`src/rtl/filter_det_pkg.sv`:
```
// Shared types and default widths for the filter threshold detector.
package filter_det_pkg;

    // Detector FSM states
    typedef enum logic [1:0] {
        ST_IDLE    = 2'd0,
        ST_ARM     = 2'd1,
        ST_ACTIVE  = 2'd2,
        ST_RELEASE = 2'd3
    } det_state_e;

    // Event kind encoding carried on ev_kind
    localparam logic EV_RISE = 1'b0;
    localparam logic EV_FALL = 1'b1;

    // Default widths
    localparam int DEF_WIDTH = 8;
    localparam int DEF_HOLD  = 4;
    localparam int DEF_CNT_W = 16;
    localparam int RUN_W     = 8;

endpackage

```
`src/rtl/det_event_reg.sv`:
```
// One-entry valid/ready event register with sticky overflow on drop.
module det_event_reg
    import filter_det_pkg::*;
#(
    parameter int WIDTH = DEF_WIDTH,
    parameter int CNT_W = DEF_CNT_W
) (
    input  logic             CLK,
    input  logic             RST,
    input  logic             fire,
    input  logic             kind,
    input  logic [CNT_W-1:0] stamp,
    input  logic [WIDTH-1:0] peak,
    input  logic             ev_ready,
    output logic             ev_valid,
    output logic             ev_kind,
    output logic [CNT_W-1:0] ev_stamp,
    output logic [WIDTH-1:0] ev_peak,
    output logic             overflow
);

    logic load_s;
    logic drop_s;

    // Load when empty or draining this cycle; otherwise a firing event is lost
    always_comb begin
        load_s = 1'b0;
        drop_s = 1'b0;
        if (fire) begin
            if (!ev_valid || ev_ready) begin
                load_s = 1'b1;
            end else begin
                drop_s = 1'b1;
            end
        end else begin
            load_s = 1'b0;
            drop_s = 1'b0;
        end
    end

    // Holding register and sticky overflow flag
    always_ff @(posedge CLK or posedge RST) begin
        if (RST) begin
            ev_valid <= 1'b0;
            ev_kind  <= EV_RISE;
            ev_stamp <= {CNT_W{1'b0}};
            ev_peak  <= {WIDTH{1'b0}};
            overflow <= 1'b0;
        end else begin
            if (load_s) begin
                ev_valid <= 1'b1;
                ev_kind  <= kind;
                ev_stamp <= stamp;
                ev_peak  <= peak;
            end else if (ev_valid && ev_ready) begin
                ev_valid <= 1'b0;
            end
            if (drop_s) begin
                overflow <= 1'b1;
            end
        end
    end

endmodule

```
`src/rtl/filter_threshold_detector.sv`:
```
// Hysteresis threshold detector with consecutive-sample hold, sample
// timestamping and optional peak tracking (FILTER_DET_PEAK_EN).
module filter_threshold_detector
    import filter_det_pkg::*;
#(
    parameter int WIDTH = DEF_WIDTH,
    parameter int HOLD  = DEF_HOLD,
    parameter int CNT_W = DEF_CNT_W
) (
    input  logic             CLK,
    input  logic             RST,
    input  logic             in_valid,
    input  logic [WIDTH-1:0] in_data,
    input  logic [WIDTH-1:0] hi_th,
    input  logic [WIDTH-1:0] lo_th,
    output logic             active,
    output logic             ev_valid,
    input  logic             ev_ready,
    output logic             ev_kind,
    output logic [CNT_W-1:0] ev_stamp,
    output logic [WIDTH-1:0] ev_peak,
    output logic             overflow
);

    localparam logic [RUN_W-1:0] HOLD_C  = RUN_W'(HOLD);
    localparam logic [RUN_W-1:0] RUN_ONE = {{(RUN_W-1){1'b0}}, 1'b1};
    localparam logic [CNT_W-1:0] IDX_ONE = {{(CNT_W-1){1'b0}}, 1'b1};

    det_state_e       state_r;
    det_state_e       state_nxt_s;
    logic [RUN_W-1:0] run_r;
    logic [RUN_W-1:0] run_nxt_s;
    logic [RUN_W-1:0] run_inc_s;
    logic [CNT_W-1:0] idx_r;
    logic             qual_hi_s;
    logic             qual_lo_s;
    logic             fire_s;
    logic             kind_s;
    logic [WIDTH-1:0] peak_evt_s;

    assign qual_hi_s = (in_data >= hi_th);
    assign qual_lo_s = (in_data <  lo_th);
    assign run_inc_s = run_r + RUN_ONE;

    // Next-state, run count and event strobe for the accepted sample
    always_comb begin
        state_nxt_s = state_r;
        run_nxt_s   = run_r;
        fire_s      = 1'b0;
        kind_s      = EV_RISE;
        if (in_valid) begin
            case (state_r)
                ST_IDLE: begin
                    if (qual_hi_s) begin
                        if (HOLD_C == RUN_ONE) begin
                            state_nxt_s = ST_ACTIVE;
                            run_nxt_s   = {RUN_W{1'b0}};
                            fire_s      = 1'b1;
                            kind_s      = EV_RISE;
                        end else begin
                            state_nxt_s = ST_ARM;
                            run_nxt_s   = RUN_ONE;
                        end
                    end else begin
                        run_nxt_s = {RUN_W{1'b0}};
                    end
                end
                ST_ARM: begin
                    if (qual_hi_s) begin
                        if (run_inc_s == HOLD_C) begin
                            state_nxt_s = ST_ACTIVE;
                            run_nxt_s   = {RUN_W{1'b0}};
                            fire_s      = 1'b1;
                            kind_s      = EV_RISE;
                        end else begin
                            run_nxt_s = run_inc_s;
                        end
                    end else begin
                        state_nxt_s = ST_IDLE;
                        run_nxt_s   = {RUN_W{1'b0}};
                    end
                end
                ST_ACTIVE: begin
                    if (qual_lo_s) begin
                        if (HOLD_C == RUN_ONE) begin
                            state_nxt_s = ST_IDLE;
                            run_nxt_s   = {RUN_W{1'b0}};
                            fire_s      = 1'b1;
                            kind_s      = EV_FALL;
                        end else begin
                            state_nxt_s = ST_RELEASE;
                            run_nxt_s   = RUN_ONE;
                        end
                    end else begin
                        run_nxt_s = {RUN_W{1'b0}};
                    end
                end
                ST_RELEASE: begin
                    if (qual_lo_s) begin
                        if (run_inc_s == HOLD_C) begin
                            state_nxt_s = ST_IDLE;
                            run_nxt_s   = {RUN_W{1'b0}};
                            fire_s      = 1'b1;
                            kind_s      = EV_FALL;
                        end else begin
                            run_nxt_s = run_inc_s;
                        end
                    end else begin
                        state_nxt_s = ST_ACTIVE;
                        run_nxt_s   = {RUN_W{1'b0}};
                    end
                end
                default: begin
                    state_nxt_s = ST_IDLE;
                    run_nxt_s   = {RUN_W{1'b0}};
                end
            endcase
        end else begin
            state_nxt_s = state_r;
            run_nxt_s   = run_r;
        end
    end

    // State, run counter, sample index and registered active level
    always_ff @(posedge CLK or posedge RST) begin
        if (RST) begin
            state_r <= ST_IDLE;
            run_r   <= {RUN_W{1'b0}};
            idx_r   <= {CNT_W{1'b0}};
            active  <= 1'b0;
        end else begin
            state_r <= state_nxt_s;
            run_r   <= run_nxt_s;
            active  <= (state_nxt_s == ST_ACTIVE) || (state_nxt_s == ST_RELEASE);
            if (in_valid) begin
                idx_r <= idx_r + IDX_ONE;
            end
        end
    end

`ifdef FILTER_DET_PEAK_EN
    logic [WIDTH-1:0] peak_r;
    logic [WIDTH-1:0] peak_cand_s;

    // peak_r is zero in IDLE, so the sample leaving IDLE seeds the max
    assign peak_cand_s = (in_data > peak_r) ? in_data : peak_r;
    assign peak_evt_s  = peak_cand_s;

    // Running max outside IDLE; cleared whenever IDLE is (re)entered
    always_ff @(posedge CLK or posedge RST) begin
        if (RST) begin
            peak_r <= {WIDTH{1'b0}};
        end else if (in_valid) begin
            if (state_nxt_s == ST_IDLE) begin
                peak_r <= {WIDTH{1'b0}};
            end else begin
                peak_r <= peak_cand_s;
            end
        end
    end
`else
    assign peak_evt_s = {WIDTH{1'b0}};
`endif

    det_event_reg #(
        .WIDTH (WIDTH),
        .CNT_W (CNT_W)
    ) u_event_reg (
        .CLK      (CLK),
        .RST      (RST),
        .fire     (fire_s),
        .kind     (kind_s),
        .stamp    (idx_r),
        .peak     (peak_evt_s),
        .ev_ready (ev_ready),
        .ev_valid (ev_valid),
        .ev_kind  (ev_kind),
        .ev_stamp (ev_stamp),
        .ev_peak  (ev_peak),
        .overflow (overflow)
    );

endmodule

```
`config.mk`:
```
export PLATFORM = sky130hd
export DESIGN_NAME = filter_threshold_detector
export DESIGN_NICKNAME = d
export VERILOG_FILES = /design/src/rtl/filter_det_pkg.sv /design/src/rtl/det_event_reg.sv /design/src/rtl/filter_threshold_detector.sv
export SDC_FILE = /design/constraint.sdc
export NUM_CORES = 1
export LEC_CHECK = 0
export BUFFER_PORTS_ARGS = -buffer_cell sky130_fd_sc_hd__buf_4
export CAP_MARGIN = 10
export CORE_MARGIN = 2
export CORE_UTILIZATION = 35
export DETAILED_ROUTE_END_ITERATION = 16
export PLACE_DENSITY = 0.62
export SLEW_MARGIN = 10
export SYNTH_ARGS = -nofsm -noshare
export SYNTH_HDL_FRONTEND = slang
export SYNTH_SLANG_ARGS = --single-unit
```
`constraint.sdc`:
```
create_clock -name CLK -period 2.97 [get_ports CLK]
set_input_delay 0.297 -clock CLK [delete_from_list [all_inputs] [get_ports CLK]]
set_output_delay 0.297 -clock CLK [all_outputs]
set_load 0.02 [all_outputs]
```
==> summary.md <==
| Metric | Value |
|---|---|
| Status | finished, final reports clean |
| Clock Sinks | 46 |
| Antenna-violating nets left | 0 |
| Initial antenna violation count | 0 |
| P_int | roughly 1.2 mW |
| Initial Util | around 36% |
| Via count | about 1800 |
| Post-synthesis cell area | roughly 2600 um2 |
| Area delta synth->final | 20.6% |
| Post-place setup slack | approximately 0.30 ns |
| Upper clock frequency limit | slightly below 0.4 GHz |
| Pre-antenna DRT Iters | 4 |
| Post-synth EDFFs | 0 |
| Crit share post-route | a little under nine tenths |
| Clk root buf | clkbuf_8 |
| Clock Path Buffers | 2 |
| Synth warn | 0 |
| Reg-to-reg startpoint | run_r[4] |
| Worst Clk Skew | 0.00769 ns |
| WL final | roughly 4700 um |
| Area fraction of the dominant cell type after synthesis | ~44% |
| Synth async-reset ratio | between 90% and 100% |
| Fin crit period | ~2.5 ns |
| Syn Inst Count | between 200 and 250 |
| First-pass GRT wire length | 8020 um |
| Die width | around 90 um |
| Register bit count reported by yosys | 46 |
| Worst-Margin Slew | ~1 ns |
| Maximum number of pins on one net before global-route repair | 25 |
| Commonest non-fill, non-tap cell in the layout | buf_4 |
| Gate power share | ~28% |
| Crit-path max FO | 17 |
| Number of primary I/O pins | 56 |
| Reg power frac | about half |
| GRT Util Overall | 11.9% |
| Crit end category | register |
| Ys flop type | dfrtp_1 |
| Clk_lat worst skew | ~0.3 ns |
| Post-synth top area cell | dfrtp_1 |
| Power Total | roughly 1.7 mW |
| Initial DRC count | 47 |
| Pwr/cell area | ~550 nW/um2 |
| Max VDD drop | 406 uV |
| FP Rows | 31 |
| Simple-gate share of the synthesized area | between 10% and 20% |
| Post-Synth XOR/XNOR Area | under 10% |
| Core Area | a little over 7000 um2 |
| CTS tree | done |
| Sw frac | between 30 and 40% |
| Routability congestion estimate | roughly 0.74 |
| DRC viols | 0 |
| Htree depth | 2 |
| Setup crit start kind | register |
| Placement Cell Area | roughly 3000 um2 |
| Wire length per cell | roughly 12 um |
| Crit path from | run_r[4] |
| Commonest cells after routing, fill and taps aside | buf_4, dfrtp_1, inv_1 |
| Critical Path Max Stage Delay | around 0.53 ns |
| Post_cts resized | 0 |
| Hold slack | 0.0557 ns |
| Hold buffers post-CTS | 0 |
| Slew HR | 33.6% |
| Slew Limit Fails | 0 |
| Layout cells sized above 1 | between 20 and 30% |
| Clock network power share | a little under a quarter |
| WP data arrival | approximately 2.7 ns |
| Setup violators final | 0 |
| Cell leakage power | between 1 and 1.5 nW |
| Antenna diodes | 0 |
| Max cap viols | 0 |
| Mux cell area share after synthesis | between 9 and 10% |
| Largest family of logic cells by synthesized area | simple AND/OR/NAND/NOR gates |
| Final Hold Viols | 0 |
| Adder-Cell Fraction of Synth Area | between 8 and 9% |
| Mapped Avg Cell Area | between 10 and 15 um2 |
| Die area | roughly 8100 um2 |
| Vias in the first global route | roughly 1800 |
| CP max stage cell | or4_4 |
| # Post-CTS Setup Buffers | 0 |
| Overflow after GRT | 0 |
| Total negative slack | 0 ns |
| CTS clock-pin slew for the worst setup and hold paths | 0.09 ns |
| TritonCTS Buffers | 5 |
| Final Worst Setup Slack | 0.443 ns |
| Hold/Removal Path Class | in2async |
| Synth area leaders | dfrtp_1, ha_1, mux2_4, inv_1, mux2_2 |
| Design area | roughly 3100 um2 |
| Compound-Gate Fraction of Synth Area | 12.1% |
| Synth cell types | 47 |
| Hpwl dp | 3560 um |
| # nets final | between 300 and 400 |
| Die height | approximately 90 um |
| RSZ-0062 raised after global routing | no |
| DR vias/cell | between 4 and 5 |
| CP required | roughly 3.2 ns |
| Cell Chain, Critical Path | nor4_4 > nand4_2 > or4_4 > o2bb2ai_4 > buf_4 > mux2_2 |
| Psw | around 0.56 mW |
| Buffer and inverter count on the worst path | 1 |
| Crit path kind | reg2reg |
| Critical path's top delay family | simple AND/OR/NAND/NOR gates |
| Seq/Total Area, Yosys | 44.5% |
| PortBufs | 47 |
-- metal layers --
| metal | wire length (um) | track usage (%) |
|---|---|---|
| met5 | 0 | 0 |
| met4 | 43 | 3.85 |
| met3 | 218 | 3.35 |
| met2 | 2290 | 20.7 |
| met1 | 2160 | 14.4 |
-- power by group through the flow --
stage	sequential, mW	clock (mW)	combinational [mW]
floorplan	0.874	0	0.283
global placement	0.841	0	0.484
detailed placement	0.846	0	0.492
CTS	0.833	0.409	0.497
global route	0.852	0.431	0.543
finish	0.833	0.393	0.489
-- synth_stat cells, drive strengths merged (2+ instances only) --
| master | n |
|---|---|
| xor2 | 5 |
| nand2 | 15 |
| nor3b | 2 |
| o22ai | 2 |
| mux2 | 18 |
| o32ai | 2 |
| nand2b | 7 |
| nand4 | 7 |
| a2111oi | 3 |
| a21oi | 4 |
| ha | 17 |
| nand3 | 5 |
| xnor2 | 10 |
| o21a | 5 |
| o21bai | 2 |
| o31a | 2 |
| clkbuf | 2 |
| or2 | 2 |
| o211ai | 8 |
| and3 | 3 |
| inv | 25 |
| nor4 | 2 |
| nor2 | 10 |
| o21ai | 7 |
| and2 | 2 |
| dfrtp | 46 |
| nor3 | 3 |
| o2111ai | 2 |
| buf | 10 |
-- through the flow --
step / instances / utilization [%]
finish: 390 / 43.2
global route: 390 / 43.2
CTS: 390 / 43.2
detailed placement: 382 / 42.0
global placement: 382 / 42.0
floorplan: 244 / -
-- registers in the layout, summed over array words and instances, names as in the netlist --
register / count
active: 1
idx_r: 16
run_r: 8
state_r: 2
u_event_reg.ev_kind: 1
u_event_reg.ev_stamp: 16
u_event_reg.ev_valid: 1
u_event_reg.overflow: 1
-- final cells by class --
class | instances | area [um2]
multi-input combinational | 161 | 1280
inverter | 25 | 93.8
timing repair buffer | 51 | 383
tap | 99 | 124
clock inverter | 1 | 5.00
clock buffer | 7 | 86.3
fill | 709 | 4100
sequential | 46 | 1150
-- cells by family after synthesis --
| group | Yosys count |
|---|---|
| other cells | 1 |
| compound gates | 41 |
| flops | 46 |
| mux | 18 |
| xor+xnor | 15 |
| simple gates | 62 |
| buf+inv | 37 |
| fa+ha+maj | 17 |
-- path summary, 6_finish.rpt --
| path | to | slack [ns] | depth (start not counted) |
|---|---|---|---|
| min | idx_r[6] | 0.06 | 2 |
| max in group asynchronous | u_event_reg.ev_stamp[11] | 2.19 | 3 |
| max reg2reg | u_event_reg.ev_stamp[8] | 0.44 | 6 |
| max | u_event_reg.ev_stamp[8] | 0.44 | 6 |
| min reg2reg | idx_r[15] | 0.48 | 1 |
| min in group CLK | u_event_reg.ev_valid | 0.33 | 3 |
(Power assumes the default switching activity.)
